### src/rtl/pipeline_pkg.sv
// Shared pipeline definitions: RV32I major opcodes and the hazard FSM state encoding.
package pipeline_pkg;

    localparam logic [6:0] OPC_LOAD   = 7'b0000011;
    localparam logic [6:0] OPC_STORE  = 7'b0100011;
    localparam logic [6:0] OPC_BRANCH = 7'b1100011;
    localparam logic [6:0] OPC_JALR   = 7'b1100111;
    localparam logic [6:0] OPC_JAL    = 7'b1101111;
    localparam logic [6:0] OPC_OP     = 7'b0110011;
    localparam logic [6:0] OPC_OP_IMM = 7'b0010011;
    localparam logic [6:0] OPC_LUI    = 7'b0110111;
    localparam logic [6:0] OPC_AUIPC  = 7'b0010111;

    typedef enum logic [1:0] {
        RUN      = 2'd0,
        MEM_WAIT = 2'd1,
        FLUSH    = 2'd2
    } hz_state_e;

    // Loads, stores, branches and jumps never have a usable ALU result in EX.
    function automatic logic ex_result_forwardable(input logic [6:0] opcode);
        return !(opcode inside {OPC_LOAD, OPC_STORE, OPC_BRANCH, OPC_JAL, OPC_JALR});
    endfunction

endpackage

### src/rtl/operand_use_decode.sv
// Extracts register specifiers from an instruction and flags which source registers it reads.
module operand_use_decode
    import pipeline_pkg::*;
(
    input  logic [31:0] instr,
    output logic        uses_rs1,
    output logic        uses_rs2,
    output logic [4:0]  rs1,
    output logic [4:0]  rs2,
    output logic [4:0]  rd
);

    logic [6:0] opcode;
    logic       unused_fields;

    assign opcode = instr[6:0];
    assign rd     = instr[11:7];
    assign rs1    = instr[19:15];
    assign rs2    = instr[24:20];

    assign uses_rs1 = !(opcode inside {OPC_LUI, OPC_AUIPC, OPC_JAL});
    assign uses_rs2 = opcode inside {OPC_OP, OPC_STORE, OPC_BRANCH};

    // funct3/funct7 do not affect operand usage.
    assign unused_fields = ^{instr[14:12], instr[31:25]};

endmodule

### src/rtl/hazard_controller.sv
// Pipeline hazard unit: EX->DE forwarding, load-use interlock, branch flush and
// data-memory freeze with timeout, plus a saturating stall-cycle counter.
module hazard_controller
    import pipeline_pkg::*;
#(
    parameter int unsigned BR_PENALTY  = 1,
    parameter int unsigned MEM_TIMEOUT = 16
)(
    input  logic        clk,
    input  logic        rst_n,
    input  logic [31:0] instr_de,
    input  logic [31:0] instr_ex,
    input  logic        reg_write_ex,
    input  logic        br_taken,
    input  logic        dmem_req,
    input  logic        dmem_ready,
    output logic        stall_if,
    output logic        stall_de,
    output logic        stall_ex,
    output logic        flush_de,
    output logic        flush_ex,
    output logic        fwd_a,
    output logic        fwd_b,
    output logic        mem_err,
    output logic [31:0] stall_cnt
);

    localparam logic [7:0] WAIT_LAST  = 8'(MEM_TIMEOUT - 1);
    localparam logic [1:0] FLUSH_INIT = 2'(BR_PENALTY - 1);

    logic       uses_rs1_de, uses_rs2_de;
    logic [4:0] rs1_de, rs2_de, rd_de;
    logic       uses_rs1_ex, uses_rs2_ex;
    logic [4:0] rs1_ex, rs2_ex, rd_ex;
    logic       unused_decode;

    operand_use_decode u_decode_de (
        .instr    (instr_de),
        .uses_rs1 (uses_rs1_de),
        .uses_rs2 (uses_rs2_de),
        .rs1      (rs1_de),
        .rs2      (rs2_de),
        .rd       (rd_de)
    );

    operand_use_decode u_decode_ex (
        .instr    (instr_ex),
        .uses_rs1 (uses_rs1_ex),
        .uses_rs2 (uses_rs2_ex),
        .rs1      (rs1_ex),
        .rs2      (rs2_ex),
        .rd       (rd_ex)
    );

    assign unused_decode = ^{rd_de, uses_rs1_ex, uses_rs2_ex, rs1_ex, rs2_ex};

    logic [6:0] opcode_ex;
    logic       ex_fwd, match_rs1, match_rs2, load_use, mem_busy;

    assign opcode_ex = instr_ex[6:0];
    assign ex_fwd    = reg_write_ex && (rd_ex != 5'd0) && ex_result_forwardable(opcode_ex);
    assign match_rs1 = uses_rs1_de && (rs1_de == rd_ex);
    assign match_rs2 = uses_rs2_de && (rs2_de == rd_ex);
    assign load_use  = (opcode_ex == OPC_LOAD) && (rd_ex != 5'd0) && (match_rs1 || match_rs2);
    assign mem_busy  = dmem_req && !dmem_ready;

    hz_state_e   state_q, state_d;
    logic [7:0]  wait_cnt_q, wait_cnt_d;
    logic [1:0]  flush_cnt_q, flush_cnt_d;
    logic        mem_err_q, mem_err_d;
    logic [31:0] stall_cnt_q;

    logic freeze, resolve, lu_stall, flush_de_c, flush_ex_c;

    always_comb begin
        // NOTE: every signal gets a default first so no path leaves one unassigned (no latches).
        state_d     = state_q;
        wait_cnt_d  = wait_cnt_q;
        flush_cnt_d = flush_cnt_q;
        mem_err_d   = 1'b0;
        freeze      = 1'b0;
        resolve     = 1'b0;
        lu_stall    = 1'b0;
        flush_de_c  = 1'b0;
        flush_ex_c  = 1'b0;

        case (state_q)
            RUN: begin
                // The cycle after a timeout ignores the still-pending request.
                if (mem_busy && !mem_err_q) begin
                    freeze     = 1'b1;
                    wait_cnt_d = 8'd1;
                    state_d    = MEM_WAIT;
                end else begin
                    resolve = 1'b1;
                end
            end
            MEM_WAIT: begin
                if (dmem_ready) begin
                    resolve    = 1'b1;
                    wait_cnt_d = 8'd0;
                    state_d    = RUN;
                end else begin
                    freeze = 1'b1;
                    if (wait_cnt_q >= WAIT_LAST) begin
                        wait_cnt_d = 8'd0;
                        mem_err_d  = 1'b1;
                        state_d    = RUN;
                    end else begin
                        wait_cnt_d = wait_cnt_q + 8'd1;
                    end
                end
            end
            FLUSH: begin
                flush_de_c  = 1'b1;
                flush_cnt_d = flush_cnt_q - 2'd1;
                if (flush_cnt_q <= 2'd1) begin
                    state_d = RUN;
                end
            end
            default: state_d = RUN;
        endcase

        // Branch and load-use act only when no freeze is in effect this cycle.
        if (resolve) begin
            if (br_taken) begin
                flush_de_c = 1'b1;
                flush_ex_c = 1'b1;
                if (BR_PENALTY > 1) begin
                    state_d     = FLUSH;
                    flush_cnt_d = FLUSH_INIT;
                end
            end else if (load_use) begin
                lu_stall   = 1'b1;
                flush_ex_c = 1'b1;
            end
        end
    end

    // Reset forces every control output quiet, independent of the inputs.
    assign stall_if  = rst_n && (freeze || lu_stall);
    assign stall_de  = rst_n && (freeze || lu_stall);
    assign stall_ex  = rst_n && freeze;
    assign flush_de  = rst_n && flush_de_c;
    assign flush_ex  = rst_n && flush_ex_c;
    assign fwd_a     = rst_n && !flush_de_c && ex_fwd && match_rs1;
    assign fwd_b     = rst_n && !flush_de_c && ex_fwd && match_rs2;
    assign mem_err   = mem_err_q;
    assign stall_cnt = stall_cnt_q;

    // NOTE: state registers use non-blocking assignments so all update together at the edge.
    always_ff @(posedge clk or negedge rst_n) begin
        if (!rst_n) begin
            state_q     <= RUN;
            wait_cnt_q  <= 8'd0;
            flush_cnt_q <= 2'd0;
            mem_err_q   <= 1'b0;
            stall_cnt_q <= 32'd0;
        end else begin
            state_q     <= state_d;
            wait_cnt_q  <= wait_cnt_d;
            flush_cnt_q <= flush_cnt_d;
            mem_err_q   <= mem_err_d;
            if (stall_if && (stall_cnt_q != 32'hFFFF_FFFF)) begin
                stall_cnt_q <= stall_cnt_q + 32'd1;
            end
        end
    end

endmodule

### config.mk
export PLATFORM = sky130hd
export DESIGN_NAME = hazard_controller
export DESIGN_NICKNAME = d
export VERILOG_FILES = /design/src/rtl/pipeline_pkg.sv /design/src/rtl/operand_use_decode.sv /design/src/rtl/hazard_controller.sv
export SDC_FILE = /design/constraint.sdc
export NUM_CORES = 1
export LEC_CHECK = 0
export ABC_AREA = 1
export BUFFER_PORTS_ARGS = -buffer_cell sky130_fd_sc_hd__buf_2
export CAP_MARGIN = 10
export CORE_MARGIN = 5
export CORE_UTILIZATION = 25
export DETAILED_ROUTE_END_ITERATION = 10
export PLACE_DENSITY = 0.56
export SYNTH_ARGS = -nofsm -noshare
export SYNTH_HDL_FRONTEND = slang
export SYNTH_HIERARCHICAL = 1
export SYNTH_SLANG_ARGS = --single-unit
### constraint.sdc
create_clock -name clk -period 4.3 [get_ports clk]
set_input_delay 0.43 -clock clk [delete_from_list [all_inputs] [get_ports clk]]
set_output_delay 0.43 -clock clk [all_outputs]
set_load 0.05 [all_outputs]
# Word-level counts from Yosys, hierarchy flattened
# Cells that the tools add are included.
# word_totals
register_bits	45
latchBits	0
ram_bits	0
romBits	0
input_bits	70
output_inout_bits	40
n_memories	0
# op_classes
n_addsub	3
mul	0
div	0
n_lt_le_gt_ge	2
n_eq_ne	19
n_shift	0
n_mux	26
n_bitwise	0
n_reduce_logical	32
# op_table
cell	n
7-bit == test (second input constant)	5
32-bit by 1-bit adder with 32-bit output (second input constant)	1
32-bit inequality test (second input constant)	1
7-bit by 6-bit == test with 1-bit output (second input constant)	4
8-bit 2-to-1 mux	3
1-bit logical AND	17
8-bit case mux with 2 select lines	1
1-bit 2-to-1 mux	15
5-bit == test	2
5-bit nonzero test	2
8-bit by 1-bit adder with 8-bit output (second input constant)	1
8-bit by 4-bit >= comparator with 1-bit output (second input constant)	1
2-bit 2-to-1 mux	4
7-bit by 2-bit == test with 1-bit output (second input constant)	1
7-bit by 5-bit == test with 1-bit output (second input constant)	1
2-bit case mux with 3 select lines	1
3-bit nonzero test	2
1-bit logical NOT	5
2-bit inequality test (second input constant)	2
1-bit case mux with 2 select lines	2
3-bit inequality test (second input constant)	1
3-bit AND reduction	1
2-bit by 1-bit == test with 1-bit output (second input constant)	1
2-bit == test (second input constant)	1
other kinds (6)	7

# Depth between registers and ports, before layout
# logic_depth
word_depth	12
depth_mapped	15

# By module
# The synthesis kept the hierarchy.
# by_module_without_submodules
mod	n_inst	cells_each	area_each_um2	seq_area_each_um2
hazard_controller	1	452	2911.5	1051.0
operand_use_decode	2	33	185.2	0.0

# Worst setup path before layout
# No wires, ideal clock.
# synth_timing
kind	flip-flop to output port
start	register mem_err_q, in the netlist mem_err
end	output port stall_if
t_arrival_ps	2888
setup_slack_ps	982
path_stages_with_launch	9
n_path_buf	2
cell_sequence	dfrtp_1 > nand3b_1 > nand2_1 > inv_1 > nor2_1 > inv_1 > nand2_1 > clkbuf_1 > buf_4
# synth_via
elab_chain_cells	7
# synth_lines
element	line	rtl
start: declaration	hazard_controller.sv:70	logic mem_err_q, mem_err_d;
start signal: assignment	hazard_controller.sv:163	mem_err_q <= mem_err_d;
1-bit logical NOT *	hazard_controller.sv:90	if (mem_busy && !mem_err_q) begin
1-bit logical AND *	hazard_controller.sv:90	
1-bit 2-to-1 mux	hazard_controller.sv:90	
1-bit case mux with 2 select lines	hazard_controller.sv:87	case (state_q)
1-bit 2-to-1 mux	hazard_controller.sv:125	if (resolve) begin
1-bit logical OR *	n/a	
1-bit logical AND *	n/a	
end: declaration	hazard_controller.sv:17	output logic stall_if,
# Every way passes the cells marked *; elsewhere a longest branch is shown, timed or not.

# Worst setup path in the final report
# layout_timing
start	input port instr_de[2]
end	output port stall_de
# layout_via
elab_chain_cells	11
# layout_lines
element	line	rtl
start: declaration	hazard_controller.sv:11	input logic [31:0] instr_de,
7-bit by 6-bit == test with 1-bit output, or another cell as far along	operand_use_decode.sv:21	assign uses_rs1 = !(opcode inside {OPC_LUI, OPC_AUIPC, OPC_JAL});
3-bit nonzero test *	operand_use_decode.sv:21	
1-bit logical NOT *	operand_use_decode.sv:21	
named net uses_rs1_de	hazard_controller.sv:31	logic uses_rs1_de, uses_rs2_de;
1-bit logical AND *	hazard_controller.sv:62	assign match_rs1 = uses_rs1_de && (rs1_de == rd_ex);
1-bit logical OR *	hazard_controller.sv:64	assign load_use = (opcode_ex == OPC_LOAD) && (rd_ex != 5'd0) && (match_rs1 || match_rs2);
1-bit logical AND *	hazard_controller.sv:64	
1-bit 2-to-1 mux *	hazard_controller.sv:133	end else if (load_use) begin
1-bit 2-to-1 mux *	hazard_controller.sv:126	if (br_taken) begin
1-bit 2-to-1 mux *	hazard_controller.sv:125	
1-bit logical OR *	hazard_controller.sv:142	assign stall_de = rst_n && (freeze || lu_stall);
1-bit logical AND *	hazard_controller.sv:142	
end: declaration	hazard_controller.sv:18	output logic stall_de,
# The timed path passes the listed nets; every way through them passes the cells marked *.

==> flow_metrics.env <==
export IMPL_hold_viol=0
export IMPL_max_stage_delay_ps=300
export IMPL_vias=3052
export IMPL_max_freq_mhz=400.9
export IMPL_powerDensity_nw_per_um2=298.3
export IMPL_die_area_um2=14710
export IMPL_drtIter0Drc=155
export IMPL_die_y_um=121.3
export IMPL_finalPower_mw=1.103
export IMPL_rsz0062_at_grt="no"
export IMPL_worstPathCellList="buf_2 -> nand2_1 -> inv_1 -> nand2_1 -> nor2_1 -> nor2_1 -> nand2_1 -> nor2_1 -> nand3_1 -> nand2_1 -> nand3_1 -> nand2_1 -> buf_4 -> buf_2"
export IMPL_antenna_found_initial=0
export IMPL_cts_num_sinks=42
export IMPL_p_leak_nw=1.957
export IMPL_netlist_area_um2=3097
export IMPL_vdd_drop_max_mv=0.1142
export IMPL_cts_hold_buf=0
export IMPL_wl_per_cell_um=12.22
export IMPL_status="finished clean"
export IMPL_globalplace_congestion=0.8964
export IMPL_drv_cap=0
export IMPL_maxSlewHeadroom=0.5938
export IMPL_ctsResizeCount=0
export IMPL_fp_dieW_um=121.3
export IMPL_pre_cts_ws_ps=1770
export IMPL_critPathRequiredTime_ps=3870
export IMPL_startpoint_type="input pin"
export IMPL_final_layout_size_suffix_gt1_frac=0.1667
export IMPL_final_setup_skew_ps=5.311
export IMPL_area_delta_synth_final_pct=19.39
export IMPL_avgSynthCellArea_um2=6.385
export IMPL_post_route_util=0.3065
export IMPL_final_setup_tns_ps=0
export IMPL_grt_usage=0.1208
export IMPL_nets=617
export IMPL_cts_buffers=5
export IMPL_start_util=0.2567
export IMPL_port_buffer_count=74
export IMPL_cts_buffer_depth=2
export IMPL_htree_num_levels=2
export IMPL_grt_max_degree=44
export IMPL_firstDrtPassIters=6
export IMPL_end_kind="output port"
export IMPL_cts_clk_slew_worst_paths_ps=60
export IMPL_cts_root_buf="clkbuf_16"
export IMPL_critical_path_most_common_cell="nand2_1"
export IMPL_drc_errors=0
export IMPL_min_period_ps=2494
export IMPL_antenna_cells=0
export IMPL_postCtsSetupBuffers=0
export IMPL_crit_arrival_ps=2060
export IMPL_grt_pass1_wl_um=14500
export IMPL_hpwl_um=6948
export IMPL_grt_pass1_vias=2909
export IMPL_period_share=0.5801
export IMPL_grt_overflow_total=0
export IMPL_coreArea_um2=12060
export IMPL_yosysWarnings=6
export IMPL_fp_row_count=40
export IMPL_finalMaxSlewViolations=0
export IMPL_setup_violations=0
export IMPL_clock_latency_ps=280
export IMPL_ioPinCount=110
export IMPL_syn_nets=557
export IMPL_wl_um=8722
export IMPL_postLayoutSetupSlackWorst_ps=1806
export IMPL_holdWs_ps=287.2
export IMPL_path_class="in2out"
export IMPL_cp_slowest_cell="buf_2"
export IMPL_crit_fanout=19
export IMPL_postSynthCellCount=485
export IMPL_drt_vias_per_instance=4.275
export IMPL_worst_pin_slew_ps=607.1
export IMPL_drtAntennaViolNets=0
export IMPL_cts_tree="built"
export IMPL_min_path_type="in2async"
sequential cells by signal (all words and copies together) (netlist names):
| register | flops |
|---|---|
| state_q | 1 |
| wait_cnt_q | 8 |
| stall_cnt | 32 |
| mem_err | 1 |
per-stage QoR:
| step | std cells | instance area [µm²] |
|---|---|---|
| 6_report | 714 | 3697 |
| 5_1_grt | 714 | 3697 |
| 4_1_cts | 714 | 3697 |
| 3_5_place_dp | 706 | 3527 |
| 3_3_place_gp | 706 | 3527 |
| 2_1_floorplan | 485 | 3097 |
path summary, 6_finish.rpt:
| path | from | endpoint | slack, ps | cells after the start |
|---|---|---|---|---|
| worst max-delay path | instr_de[2] | stall_de | 1810 | 14 |
| worst min register to register | wait_cnt_q[5] | wait_cnt_q[5] | 490 | 2 |
| min in group clk | dmem_ready | mem_err | 480 | 4 |
| worst max register to register | stall_cnt[0] | stall_cnt[27] | 2040 | 9 |
| worst min-delay path | rst_n | stall_cnt[29] | 290 | 2 |
| max in group asynchronous | rst_n | state_q[0] | 3640 | 2 |
cell type report:
type	count	area, µm²
clock inverters	3	45.04
inverters	47	176.4
clock buffers	5	125.1
fillers	1331	8364
flip-flops and latches	42	1051
repair buffers	78	400.4
well taps	168	210.2
multi-input cells	371	1689
worst max-delay path, delay by kind of cell:
kind,cells,cell delay (ps)
simple gates,10,910
buf+inv,4,730
power breakdown:
part,leakage [nW],switching (mW),total [mW],internal [mW]
clock network,0.0760,0.159,0.432,0.274
logic,1.30,0.157,0.220,0.0623
registers,0.577,0.0333,0.451,0.417
total,1.96,0.349,1.10,0.753
routing by layer:
metal,share of wire,track usage,vias up,wire (µm)
met1,0.47,0.1655,1379,4080
li1,-,-,1613,-
met4,0.017,0.03221,0,150
met2,0.46,0.1941,51,4049
met5,0,0,-,0
met3,0.051,0.02331,9,441
cell usage in the layout (no fill, tap or decap), drive strengths merged:
cell type  instances
o21ai              2
o22ai              1
ha                 2
nand3b             9
buf               78
dfrtp             42
nor2              70
clkbuf             5
nand3             49
inv               47
xnor2              6
a21oi              5
bufinv             1
o21bai             1
nor3              14
nand4              5
nor4               1
clkinvlp           2
nand2            189
and3               1
xor2              15
nor3b              1
Power figures use the tool's default switching activity.
